[src/rtl/calc_pkg.sv]
// Shared constants for the calculator: key codes, operator and FSM state encodings, limits.
package calc_pkg;

  localparam int unsigned CALC_WIDTH     = 10;
  localparam int unsigned CALC_MAX_VALUE = 999;

  localparam logic [3:0] KEY_ADD = 4'hA;
  localparam logic [3:0] KEY_SUB = 4'hB;
  localparam logic [3:0] KEY_MUL = 4'hC;
  localparam logic [3:0] KEY_DIV = 4'hD;
  localparam logic [3:0] KEY_EQ  = 4'hE;
  localparam logic [3:0] KEY_CLR = 4'hF;

  typedef enum logic [1:0] {
    OP_ADD = 2'd0,
    OP_SUB = 2'd1,
    OP_MUL = 2'd2,
    OP_DIV = 2'd3
  } op_e;

  localparam logic [2:0] ST_ENTER_A = 3'd0;
  localparam logic [2:0] ST_OP_WAIT = 3'd1;
  localparam logic [2:0] ST_ENTER_B = 3'd2;
  localparam logic [2:0] ST_EXEC    = 3'd3;
  localparam logic [2:0] ST_DIV_RUN = 3'd4;
  localparam logic [2:0] ST_RESULT  = 3'd5;
  localparam logic [2:0] ST_ERROR   = 3'd6;

  function automatic logic is_digit(input logic [3:0] code);
    return code <= 4'd9;
  endfunction

  function automatic op_e key_to_op(input logic [3:0] code);
    op_e op;
    case (code)
      KEY_SUB: op = OP_SUB;
      KEY_MUL: op = OP_MUL;
      KEY_DIV: op = OP_DIV;
      default: op = OP_ADD;
    endcase
    return op;
  endfunction

endpackage

[src/rtl/calc_if.sv]
// Keypad-in / display-out bundle between the keypad driver and the calculator controller.
interface calc_if #(
  parameter int unsigned WIDTH = 10
);
  logic             key_valid;
  logic [3:0]       key_code;
  logic [WIDTH-1:0] display_value;
  logic             busy;
  logic             error;
  logic             result_valid;

  modport master (
    output key_valid, key_code,
    input  display_value, busy, error, result_valid
  );

  modport slave (
    input  key_valid, key_code,
    output display_value, busy, error, result_valid
  );
endinterface

[src/rtl/calc_divider.sv]
// Restoring divider: one quotient bit per cycle, the first bit resolved on the start cycle,
// so done pulses WIDTH cycles after start. Remainder is kept internally only.
module calc_divider #(
  parameter int unsigned WIDTH = 10
) (
  input  logic             clk,
  input  logic             srst,
  input  logic             start_i,
  input  logic             abort_i,
  input  logic [WIDTH-1:0] dividend_i,
  input  logic [WIDTH-1:0] divisor_i,
  output logic [WIDTH-1:0] quotient_o,
  output logic             done_o
);
  localparam int unsigned CW = $clog2(WIDTH + 1);

  logic [WIDTH-1:0] rem_q, rem_d;
  logic [WIDTH-1:0] quot_q, quot_d;
  logic [WIDTH-1:0] dsor_q, dsor_d;
  logic [CW-1:0]    count_q, count_d;
  logic             done_q, done_d;

  logic [WIDTH-1:0] rem_in, quot_in, dsor_in;
  logic [WIDTH-1:0] step_rem, step_quot;
  logic [WIDTH:0]   shifted, trial;

  // Single restoring step; on the start cycle it works straight from the operand inputs.
  always_comb begin
    rem_in    = start_i ? '0 : rem_q;
    quot_in   = start_i ? dividend_i : quot_q;
    dsor_in   = start_i ? divisor_i : dsor_q;
    shifted   = {rem_in, quot_in[WIDTH-1]};
    trial     = shifted - {1'b0, dsor_in};
    step_rem  = trial[WIDTH] ? shifted[WIDTH-1:0] : trial[WIDTH-1:0];
    step_quot = {quot_in[WIDTH-2:0], ~trial[WIDTH]};
  end

  always_comb begin
    rem_d   = rem_q;
    quot_d  = quot_q;
    dsor_d  = dsor_q;
    count_d = count_q;
    done_d  = 1'b0;
    if (abort_i) begin
      count_d = '0;
    end else if (start_i) begin
      rem_d   = step_rem;
      quot_d  = step_quot;
      dsor_d  = divisor_i;
      count_d = CW'(WIDTH - 1);
    end else if (count_q != '0) begin
      rem_d   = step_rem;
      quot_d  = step_quot;
      count_d = count_q - CW'(1);
      done_d  = (count_q == CW'(1));
    end
  end

  always_ff @(posedge clk) begin
    if (srst) begin
      rem_q   <= '0;
      quot_q  <= '0;
      dsor_q  <= '0;
      count_q <= '0;
      done_q  <= 1'b0;
    end else begin
      rem_q   <= rem_d;
      quot_q  <= quot_d;
      dsor_q  <= dsor_d;
      count_q <= count_d;
      done_q  <= done_d;
    end
  end

  assign quotient_o = quot_q;
  assign done_o     = done_q;

endmodule

[src/rtl/calc_controller.sv]
// Four-function keypad calculator FSM. Define CALC_DIV_EN to enable key D (division)
// and the calc_divider instance; otherwise key D is ignored and no divider is built.
module calc_controller
  import calc_pkg::*;
#(
  parameter int unsigned WIDTH     = CALC_WIDTH,
  parameter int unsigned MAX_VALUE = CALC_MAX_VALUE
) (
  input logic   Clk,
  input logic   reset,
  calc_if.slave bus
);
  localparam int unsigned SW = WIDTH + 1;
  localparam int unsigned PW = 2 * WIDTH;
  localparam int unsigned EW = WIDTH + 4;
  localparam logic [SW-1:0] MAX_SW = SW'(MAX_VALUE);
  localparam logic [PW-1:0] MAX_PW = PW'(MAX_VALUE);
  localparam logic [EW-1:0] MAX_EW = EW'(MAX_VALUE);

`ifdef CALC_DIV_EN
  localparam bit DIV_EN = 1'b1;
`else
  localparam bit DIV_EN = 1'b0;
`endif

  logic [2:0]       state_q, state_d;
  logic [WIDTH-1:0] a_q, a_d;
  logic [WIDTH-1:0] b_q, b_d;
  logic [WIDTH-1:0] result_q, result_d;
  op_e              op_q, op_d;
  logic             result_valid_q, result_valid_d;

  logic [3:0]       code;
  logic             key_clr, key_dig, key_eq, key_op;
  op_e              key_opc;
  logic [WIDTH-1:0] digit_w;
  logic [EW-1:0]    a_acc, b_acc;
  logic             a_fits, b_fits;
  logic [SW-1:0]    sum;
  logic [PW-1:0]    prod;
  logic [WIDTH-1:0] disp;

  logic             div_start, div_abort, div_done;
  logic [WIDTH-1:0] div_quot;

  assign code    = bus.key_code;
  assign key_clr = bus.key_valid && (code == KEY_CLR);
  assign key_dig = bus.key_valid && is_digit(code);
  assign key_eq  = bus.key_valid && (code == KEY_EQ);
  assign key_op  = bus.key_valid &&
                   ((code == KEY_ADD) || (code == KEY_SUB) || (code == KEY_MUL) ||
                    (DIV_EN && (code == KEY_DIV)));
  assign key_opc = key_to_op(code);

  // Extra headroom so operand*10+digit never wraps before the range check.
  assign digit_w = {{(WIDTH-4){1'b0}}, code};
  assign a_acc   = ({4'b0000, a_q} * EW'(10)) + {{(EW-4){1'b0}}, code};
  assign b_acc   = ({4'b0000, b_q} * EW'(10)) + {{(EW-4){1'b0}}, code};
  assign a_fits  = (a_acc <= MAX_EW);
  assign b_fits  = (b_acc <= MAX_EW);

  assign sum  = {1'b0, a_q} + {1'b0, b_q};
  assign prod = {{WIDTH{1'b0}}, a_q} * {{WIDTH{1'b0}}, b_q};

  always_comb begin
    state_d   = state_q;
    a_d       = a_q;
    b_d       = b_q;
    op_d      = op_q;
    result_d  = result_q;
    div_start = 1'b0;
    div_abort = 1'b0;
    if (key_clr) begin
      state_d   = ST_ENTER_A;
      a_d       = '0;
      b_d       = '0;
      op_d      = OP_ADD;
      div_abort = 1'b1;
    end else begin
      case (state_q)
        ST_ENTER_A: begin
          if (key_dig) begin
            if (a_fits) a_d = a_acc[WIDTH-1:0];
          end else if (key_op) begin
            op_d    = key_opc;
            b_d     = '0;
            state_d = ST_OP_WAIT;
          end
        end
        ST_OP_WAIT: begin
          if (key_op) begin
            op_d = key_opc;
          end else if (key_dig) begin
            b_d     = digit_w;
            state_d = ST_ENTER_B;
          end
        end
        ST_ENTER_B: begin
          if (key_dig) begin
            if (b_fits) b_d = b_acc[WIDTH-1:0];
          end else if (key_eq) begin
            state_d = ST_EXEC;
          end
        end
        ST_EXEC: begin
          case (op_q)
            OP_ADD: begin
              if (sum > MAX_SW) state_d = ST_ERROR;
              else begin
                result_d = sum[WIDTH-1:0];
                state_d  = ST_RESULT;
              end
            end
            OP_SUB: begin
              if (b_q > a_q) state_d = ST_ERROR;
              else begin
                result_d = a_q - b_q;
                state_d  = ST_RESULT;
              end
            end
            OP_MUL: begin
              if (prod > MAX_PW) state_d = ST_ERROR;
              else begin
                result_d = prod[WIDTH-1:0];
                state_d  = ST_RESULT;
              end
            end
`ifdef CALC_DIV_EN
            OP_DIV: begin
              if (b_q == '0) state_d = ST_ERROR;
              else begin
                div_start = 1'b1;
                state_d   = ST_DIV_RUN;
              end
            end
`endif
            default: state_d = ST_ERROR;
          endcase
        end
        ST_DIV_RUN: begin
          if (div_done) begin
            result_d = div_quot;
            state_d  = ST_RESULT;
          end
        end
        ST_RESULT: begin
          if (key_op) begin
            a_d     = result_q;
            b_d     = '0;
            op_d    = key_opc;
            state_d = ST_OP_WAIT;
          end else if (key_dig) begin
            a_d     = digit_w;
            b_d     = '0;
            state_d = ST_ENTER_A;
          end
        end
        ST_ERROR: begin
          if (key_dig) begin
            a_d     = digit_w;
            b_d     = '0;
            state_d = ST_ENTER_A;
          end
        end
        default: state_d = ST_ENTER_A;
      endcase
    end
  end

  // result_valid marks the cycle a fresh result first appears on the display.
  assign result_valid_d = (state_d == ST_RESULT) && (state_q != ST_RESULT);

  always_ff @(posedge Clk) begin
    if (reset) begin
      state_q        <= ST_ENTER_A;
      a_q            <= '0;
      b_q            <= '0;
      result_q       <= '0;
      op_q           <= OP_ADD;
      result_valid_q <= 1'b0;
    end else begin
      state_q        <= state_d;
      a_q            <= a_d;
      b_q            <= b_d;
      result_q       <= result_d;
      op_q           <= op_d;
      result_valid_q <= result_valid_d;
    end
  end

`ifdef CALC_DIV_EN
  calc_divider #(
    .WIDTH(WIDTH)
  ) u_divider (
    .clk       (Clk),
    .srst      (reset),
    .start_i   (div_start),
    .abort_i   (div_abort),
    .dividend_i(a_q),
    .divisor_i (b_q),
    .quotient_o(div_quot),
    .done_o    (div_done)
  );
`else
  logic unused_div;
  assign unused_div = div_start ^ div_abort;
  assign div_quot   = '0;
  assign div_done   = 1'b0;
`endif

  always_comb begin
    case (state_q)
      ST_ENTER_B: disp = b_q;
      ST_RESULT:  disp = result_q;
      ST_ERROR:   disp = '0;
      default:    disp = a_q;
    endcase
  end

  assign bus.display_value = disp;
  assign bus.busy          = (state_q == ST_EXEC) || (state_q == ST_DIV_RUN);
  assign bus.error         = (state_q == ST_ERROR);
  assign bus.result_valid  = result_valid_q;

endmodule
[src/flat_wrapper.sv]
// flat-port wrapper written by rule: the top's interface ports become plain ports
module calc_controller_flat import calc_pkg::*;
#(
  parameter int unsigned WIDTH     = CALC_WIDTH,
  parameter int unsigned MAX_VALUE = CALC_MAX_VALUE
)
  (Clk, reset, bus_key_valid, bus_key_code, bus_display_value, bus_busy, bus_error, bus_result_valid);
  calc_if #(.WIDTH(WIDTH)) bus_i ();
  input logic Clk;
  input logic reset;
  input wire logic [$bits(bus_i.key_valid)-1:0] bus_key_valid;
  input wire logic [$bits(bus_i.key_code)-1:0] bus_key_code;
  output wire logic [$bits(bus_i.display_value)-1:0] bus_display_value;
  output wire logic [$bits(bus_i.busy)-1:0] bus_busy;
  output wire logic [$bits(bus_i.error)-1:0] bus_error;
  output wire logic [$bits(bus_i.result_valid)-1:0] bus_result_valid;
  assign bus_i.key_valid = bus_key_valid;
  assign bus_i.key_code = bus_key_code;
  assign bus_display_value = bus_i.display_value;
  assign bus_busy = bus_i.busy;
  assign bus_error = bus_i.error;
  assign bus_result_valid = bus_i.result_valid;
  calc_controller #(.WIDTH(WIDTH), .MAX_VALUE(MAX_VALUE)) u_core (.Clk(Clk), .reset(reset), .bus(bus_i));
endmodule
[config.mk]
export PLATFORM = sky130hd
export DESIGN_NAME = calc_controller_flat
export DESIGN_NICKNAME = d
export VERILOG_FILES = /design/src/rtl/calc_pkg.sv /design/src/rtl/calc_if.sv /design/src/rtl/calc_divider.sv /design/src/rtl/calc_controller.sv /design/src/flat_wrapper.sv
export SDC_FILE = /design/constraint.sdc
export NUM_CORES = 1
export LEC_CHECK = 0
export CORE_MARGIN = 2
export CORE_UTILIZATION = 55
export DETAILED_ROUTE_END_ITERATION = 8
export PLACE_DENSITY = 0.72
export SETUP_SLACK_MARGIN = 0.2
export SKIP_LAST_GASP = 1
export SLEW_MARGIN = 15
export SYNTH_ARGS = -nofsm -noshare
export SYNTH_HDL_FRONTEND = slang
export SYNTH_SLANG_ARGS = --single-unit
export TNS_END_PERCENT = 5
[constraint.sdc]
create_clock -name Clk -period 18.5 [get_ports Clk]
set_clock_uncertainty 0.1 [all_clocks]
set_input_delay 3.7 -clock Clk [delete_from_list [all_inputs] [get_ports Clk]]
set_output_delay 3.7 -clock Clk [all_outputs]
set_load 0.02 [all_outputs]
==> flow_summary.ini, run 1 <==
[status]
status = finished, final reports clean

[clocking]
cts_sinks = 36
cts_setup_buffers = 0
clk_pin_slew_worst_paths_ps = 60
cts_tree = done
htreeDepth = 2
holdBufCountCts = 0
clk_latency_ps = 290
root_buffer = clkbuf_16
clockBufferDepth = 2
cts_resized = 0
numCtsBuffers = 5

[setup_path]
cp_common_cell = nor2_1
start_kind = primary input
cp.arrival_ps = 7410
critPathMaxFanout = 12
critical-path-top-delay-family = simple AND/OR/NAND/NOR gates
cp-end-kind = register
critPathKind = primary input to register
cp_slowest_stage_delay_ps = 680
cp_cell_sequence = clkdlybuf4s50_1, ha_1, fa_1, and2_1, o21bai_1, nor2_1, xnor2_1, nor4_1, nor3_1, nor2_1, mux2i_1
crit_buf_inv = 1
critical_path_required_ps = 18610
cp_slowest_cell = nor4_1

[timing]
clock.fmax_mhz = 137
relSlewSlack_pct = 33.0
fin_crit_ps = 7300
finalHoldViolCount = 0
fin_crit_sh_pct = 39.5
slew_violations = 0
finalSetupViolCount = 0
rsz0062_at_grt = no
tns_ps = 0
whs_ps = 441
tightestPinTransition_ps = 992

[floorplanning]
ios = 20
die_x_um = 129
coreArea_um2 = 15300
start_util_pct = 56.5
rows = 45
fp.dieArea_um2 = 16700
die_y_um = 129

[power]
cellLeakagePower_nw = 4.28
peakVddDrop_uv = 31.9
p_per_area_nw_per_um2 = 32.0

[cells_and_area]
drive_gt1_share_pct = 4.19
nets = 1291
fillers = 1431
antenna_cells = 0
area_delta_synth_final_pct = 5.53

[yosys]
synth_cell_types = 84
yosysWarningCount = 0
synth_edf_count = 0
synthArstFlopShare_pct = 0
syn_inst = 1116
syn_avg_cell_area_um2 = 7.73
synthesis.nets = 1309
synthFlopType = dfxtp_1
synth_area_um2 = 8630
ys_seq_elements = 36
yosysSeqAreaShare_pct = 8.36

[route]
route.antenna.remaining_nets = 0
dr.pass1.iters = 5
drtIter0Drc = 672
wl_mm = 24.5
vias_per_cell = 6.30
avgRoutedWirePerCell_um = 18.7
vias = 8256
drcViolationCount = 0

[placed_design]
io_buffers = 19
dp_hpwl_mm = 18.9
place_congestion = 0.919

[worst_hold_path]
hold_path_class = register to register

[global_routing]
grt_max_degree = 27
grt_pass1_wl_mm = 39.5
grt-ovfl-total = 0
antenna_found_initial = 0
grt_use_total_pct = 29.7
first_global_vias = 7725

[job]
max_cap_viol_count = 0
==> cell usage after synthesis, types with 22 or more instances <==
| cell type | count | area (um2) |
|---|---|---|
| inv_1 | 102 | 383 |
| nand2_1 | 103 | 387 |
| ha_1 | 118 | 1480 |
| clkbuf_1 | 50 | 188 |
| a22oi_1 | 25 | 188 |
| o21ai_0 | 54 | 270 |
| dfxtp_1 | 36 | 721 |
| nand3_1 | 22 | 110 |
| nor2_1 | 77 | 289 |
| nor3_1 | 26 | 130 |
| and2_1 | 58 | 363 |
| fa_1 | 68 | 1360 |
| a21oi_1 | 67 | 335 |
==> routing by layer <==
| metal | up-vias | global-route usage [%] | part of all wire [%] |
|---|---|---|---|
| met5 | - | 0 | 0 |
| met4 | 0 | 7.10 | 2.1 |
| met3 | 46 | 3.88 | 7.6 |
| met2 | 348 | 47.1 | 45 |
| met1 | 3941 | 42.9 | 46 |
| li1 | 3921 | - | - |
==> worst paths after layout <==
kind	start	to	slack, ps	cells after the start
worst min register to register	u_core.op_q[0]	u_core.op_q[0]	440	2
worst max-delay path	bus_key_code[1]	u_core.a_q[2]	11200	11
worst min-delay path	u_core.op_q[0]	u_core.op_q[0]	440	2
worst max register to register	u_core.b_q[3]	u_core.result_q[4]	11280	20
==> worst register-to-register path: stages, from the launching register on <==
cell and delay [ps]:
dfxtp_1 780, ha_1 370, inv_1 150, fa_1 560, inv_1 50, fa_1 450, ha_1 330, fa_1 530
inv_1 50, fa_1 530, inv_1 40, ha_1 350, nand2_1 80, a211oi_1 530, o31ai_4 140, xnor2_1 170
or4b_1 540, a2111o_1 480, o31ai_4 430, nand2_4 100, o311a_1 350
==> layout by cell type, fill, tap and decap left out, types with 8 or more instances in the layout <==
| cell | netlist | routed |
|---|---|---|
| nor2b_1 | 18 | 18 |
| ha_1 | 118 | 118 |
| nor2_1 | 77 | 77 |
| a21o_1 | 15 | 15 |
| nand2_1 | 103 | 103 |
| a211oi_1 | 18 | 18 |
| fa_1 | 68 | 68 |
| nand3_1 | 22 | 22 |
| o211ai_1 | 10 | 10 |
| a21oi_1 | 67 | 67 |
| a31oi_1 | 11 | 11 |
| dfxtp_1 | 36 | 36 |
| and2_1 | 58 | 58 |
| o21a_1 | 11 | 11 |
| or2_2 | 9 | 9 |
| o21ai_0 | 54 | 54 |
| inv_1 | 102 | 102 |
| nand2b_1 | 14 | 14 |
| xnor2_1 | 21 | 21 |
| a22o_1 | 10 | 10 |
| nand4_1 | 9 | 9 |
| a22oi_1 | 25 | 25 |
| xor2_1 | 17 | 17 |
| or3_1 | 8 | 8 |
| buf_4 | 0 | 12 |
| nor3_1 | 26 | 26 |
| clkdlybuf4s50_1 | 0 | 19 |
==> sequential cells by signal (all words and copies together) (netlist names) <==
| signal | count |
|---|---|
| u_core.bus.result_valid | 1 |
| u_core.result_q | 10 |
| u_core.b_q | 10 |
| u_core.op_q | 2 |
| u_core.a_q | 10 |
| u_core.state_q | 3 |
==> report_power, final <==
part	internal (mW)	total, mW	switching (mW)
registers	0.0800	0.0873	0.00735
logic	0.0459	0.117	0.0712
clock network	0.0538	0.0873	0.0335
total	0.180	0.292	0.112
==> final cells by class <==
| class | instances | area [um2] | share of cell area [%] |
|---|---|---|---|
| clock buffer | 8 | 146 | 1.61 |
| inverter | 105 | 394 | 4.33 |
| multi-input combinational | 919 | 7300 | 80.2 |
| sequential | 36 | 721 | 7.92 |
| tap | 211 | 264 | 2.90 |
| timing repair buffer | 31 | 280 | 3.08 |
==> stage by stage <==
stage / power [mW] / utilization (%) / cell area (um2) / std cells / worst slack (ps)
4_1_cts: 0.288 / 59.7 / 9100 / 1310 / 11240
3_5_place_dp: 0.202 / 58.7 / 8960 / 1302 / 10930
5_1_grt: 0.306 / 59.7 / 9100 / 1310 / 10880
2_1_floorplan: 0.167 / - / 8630 / 1116 / 11960
6_report: 0.292 / 59.7 / 9100 / 1310 / 11200
3_3_place_gp: 0.202 / 58.7 / 8960 / 1302 / 11060
==> cell families after synthesis <==
group           after synthesis  synth area share, %
compound gates              305                 24.4
xor+xnor                     38                 3.86
fa+ha+maj                   186                 32.9
buf+inv                     161                 7.05
flops                        36                 8.36
mux                           7                0.827
simple gates                383                 22.6
Power figures use the tool's default switching activity.
==> run 2, diff against run 1 <==
Clock period 18.5 ns to 7.2 ns, I/O delays scaled along.
==> run 2 against run 1 <==
  * Core utilization up 0.66 points
  * Global-route usage up 1.8 points
  * Setup slack worse by 11000 ps
  * Highest routed layer unchanged
==> flow_summary.ini, run 2 (synthesis gave the netlist of run 1 again) <==
[floorplanning]
ios = 20
coreArea_um2 = 15300
die_y_um = 129
fp.dieArea_um2 = 16700
rows = 45
start_util_pct = 56.5
die_x_um = 129

[global_routing]
first_global_vias = 7740
grt_max_degree = 28
grt_pass1_wl_mm = 41.4
antenna_found_initial = 0
grt_use_total_pct = 31.4
grt-ovfl-total = 0

[timing]
finalHoldViolCount = 0
tns_ps = 0
fin_crit_sh_pct = 92.8
relSlewSlack_pct = 42.3
tightestPinTransition_ps = 855
rsz0062_at_grt = no
clock.fmax_mhz = 150
slew_violations = 0
fin_crit_ps = 6680
finalSetupViolCount = 0

[setup_path]
crit_buf_inv = 4
start_kind = register
cp-end-kind = register
cp.arrival_ps = 6750
worstSetupStartpoint = u_core.b_q[6]
critical_path_required_ps = 7270
r2r_setup_slack_ps = 520
cp_cell_sequence = nand2_1, fa_1, fa_1, inv_1, fa_1, fa_1, inv_1, fa_1, inv_1, ha_1, a21oi_2, inv_2, o31ai_4, xnor2_1, or4b_1, a2111o_1, o31ai_4, nand2_4, o311a_1
cp_common_cell = fa_1
cp_slowest_stage_delay_ps = 620
timing.rr.start = u_core.b_q[6]
cp_slowest_cell = dfxtp_1
critPathMaxFanout = 11
critical-path-top-delay-family = adder cells
critPathKind = register to register

[route]
vias = 8269
wl_mm = 25.8
drcViolationCount = 0
dr.pass1.iters = 6
route.antenna.remaining_nets = 0
vias_per_cell = 6.25
avgRoutedWirePerCell_um = 19.5
drtIter0Drc = 828

[placed_design]
dp_hpwl_mm = 20.7
postPlaceCellArea_um2 = 9050
place_congestion = 1.03
io_buffers = 19

[clocking]
clockBufferDepth = 2
clk_pin_slew_worst_paths_ps = 60
holdBufCountCts = 0
htreeDepth = 2
cts_sinks = 36
root_buffer = clkbuf_16
cts_tree = done
clk_latency_ps = 290
numCtsBuffers = 5

[power]
cellLeakagePower_nw = 4.35
peakVddDrop_uv = 140
p_sw_uw = 299
p_per_area_nw_per_um2 = 82.1
power.share.switching_pct = 39.6
p_int_uw = 456
pwr-share-comb_pct = 41.2
p_seq_share_pct = 29.3
power.share.clock_pct = 29.4

[cells_and_area]
drive_gt1_share_pct = 5.85
largestRegisters = u_core.a_q: 10 flops, u_core.b_q: 10 flops, u_core.result_q: 10 flops
area_delta_synth_final_pct = 6.70
finalInstanceArea_um2 = 9200
finish.utilization_pct = 60.3
antenna_cells = 0
fillers = 1403
nets = 1304
mostFrequentLayoutCell = ha_1
layout.cells.most_common_list = ha_1, nand2_1, inv_1

[status]
status = finished, final reports clean

[job]
max_cap_viol_count = 0

[worst_hold_path]
hp-start = u_core.op_q[0]
hold_path_class = register to register
==> run 2: worst reg2reg max path: stages, from the launching register on <==
cell	delay (ps)
dfxtp_1	620
nand2_1	150
fa_1	510
fa_1	510
inv_1	60
fa_1	500
fa_1	540
inv_1	50
fa_1	530
inv_1	40
ha_1	380
a21oi_2	240
inv_2	60
o31ai_4	300
xnor2_1	120
or4b_1	530
a2111o_1	460
o31ai_4	420
nand2_4	90
o311a_1	350
==> run 2: path summary, 6_finish.rpt <==
check                             to  depth (start not counted)
setup / recovery  u_core.result_q[4]                         19
hold reg to reg       u_core.op_q[0]                          2
setup reg to reg  u_core.result_q[4]                         19
hold / removal        u_core.op_q[0]                          2
==> run 2: power groups by stage <==
stage,Clock (mW),Sequential [mW],Combinational [mW]
after floorplan,0,0.220,0.210
after global placement,0,0.225,0.299
after detailed placement,0,0.225,0.300
after CTS,0.222,0.220,0.303
after global routing,0.231,0.222,0.339
final,0.222,0.222,0.311
==> run 2: metal layers <==
layer	vias to the layer above	part of all wire [%]	GRT usage (%)
li1	3944	-	-
met1	3912	45	45.5
met2	369	42	47.6
met3	44	10	8.09
met4	0	1.9	6.33
met5	-	0	0
==> run 2: what timing repair did <==
action | in CTS | in global routing
buffers inserted | 0 | 0
setup endpoints to repair | 0 | 10
resized for setup | 0 | 6
==> run 2: through the flow <==
stage,worst slack (ps),hold slack [ps],cells,total power [mW]
CTS,398,444,1323,0.745
global placement,517,429,1315,0.524
floorplan,661,349,1116,0.430
global route,227,467,1323,0.792
detailed placement,390,435,1315,0.524
finish,518,437,1323,0.755
==> run 2: final cells by class <==
| cell class | count | area (um2) | share of cell area (%) |
|---|---|---|---|
| multi-input cells | 919 | 7300 | 79.3 |
| flip-flops and latches | 36 | 726 | 7.88 |
| inverters | 105 | 394 | 4.28 |
| repair buffers | 44 | 378 | 4.11 |
| well taps | 211 | 264 | 2.87 |
| clock buffers | 5 | 125 | 1.36 |
| clock inverters | 3 | 18.8 | 0.204 |
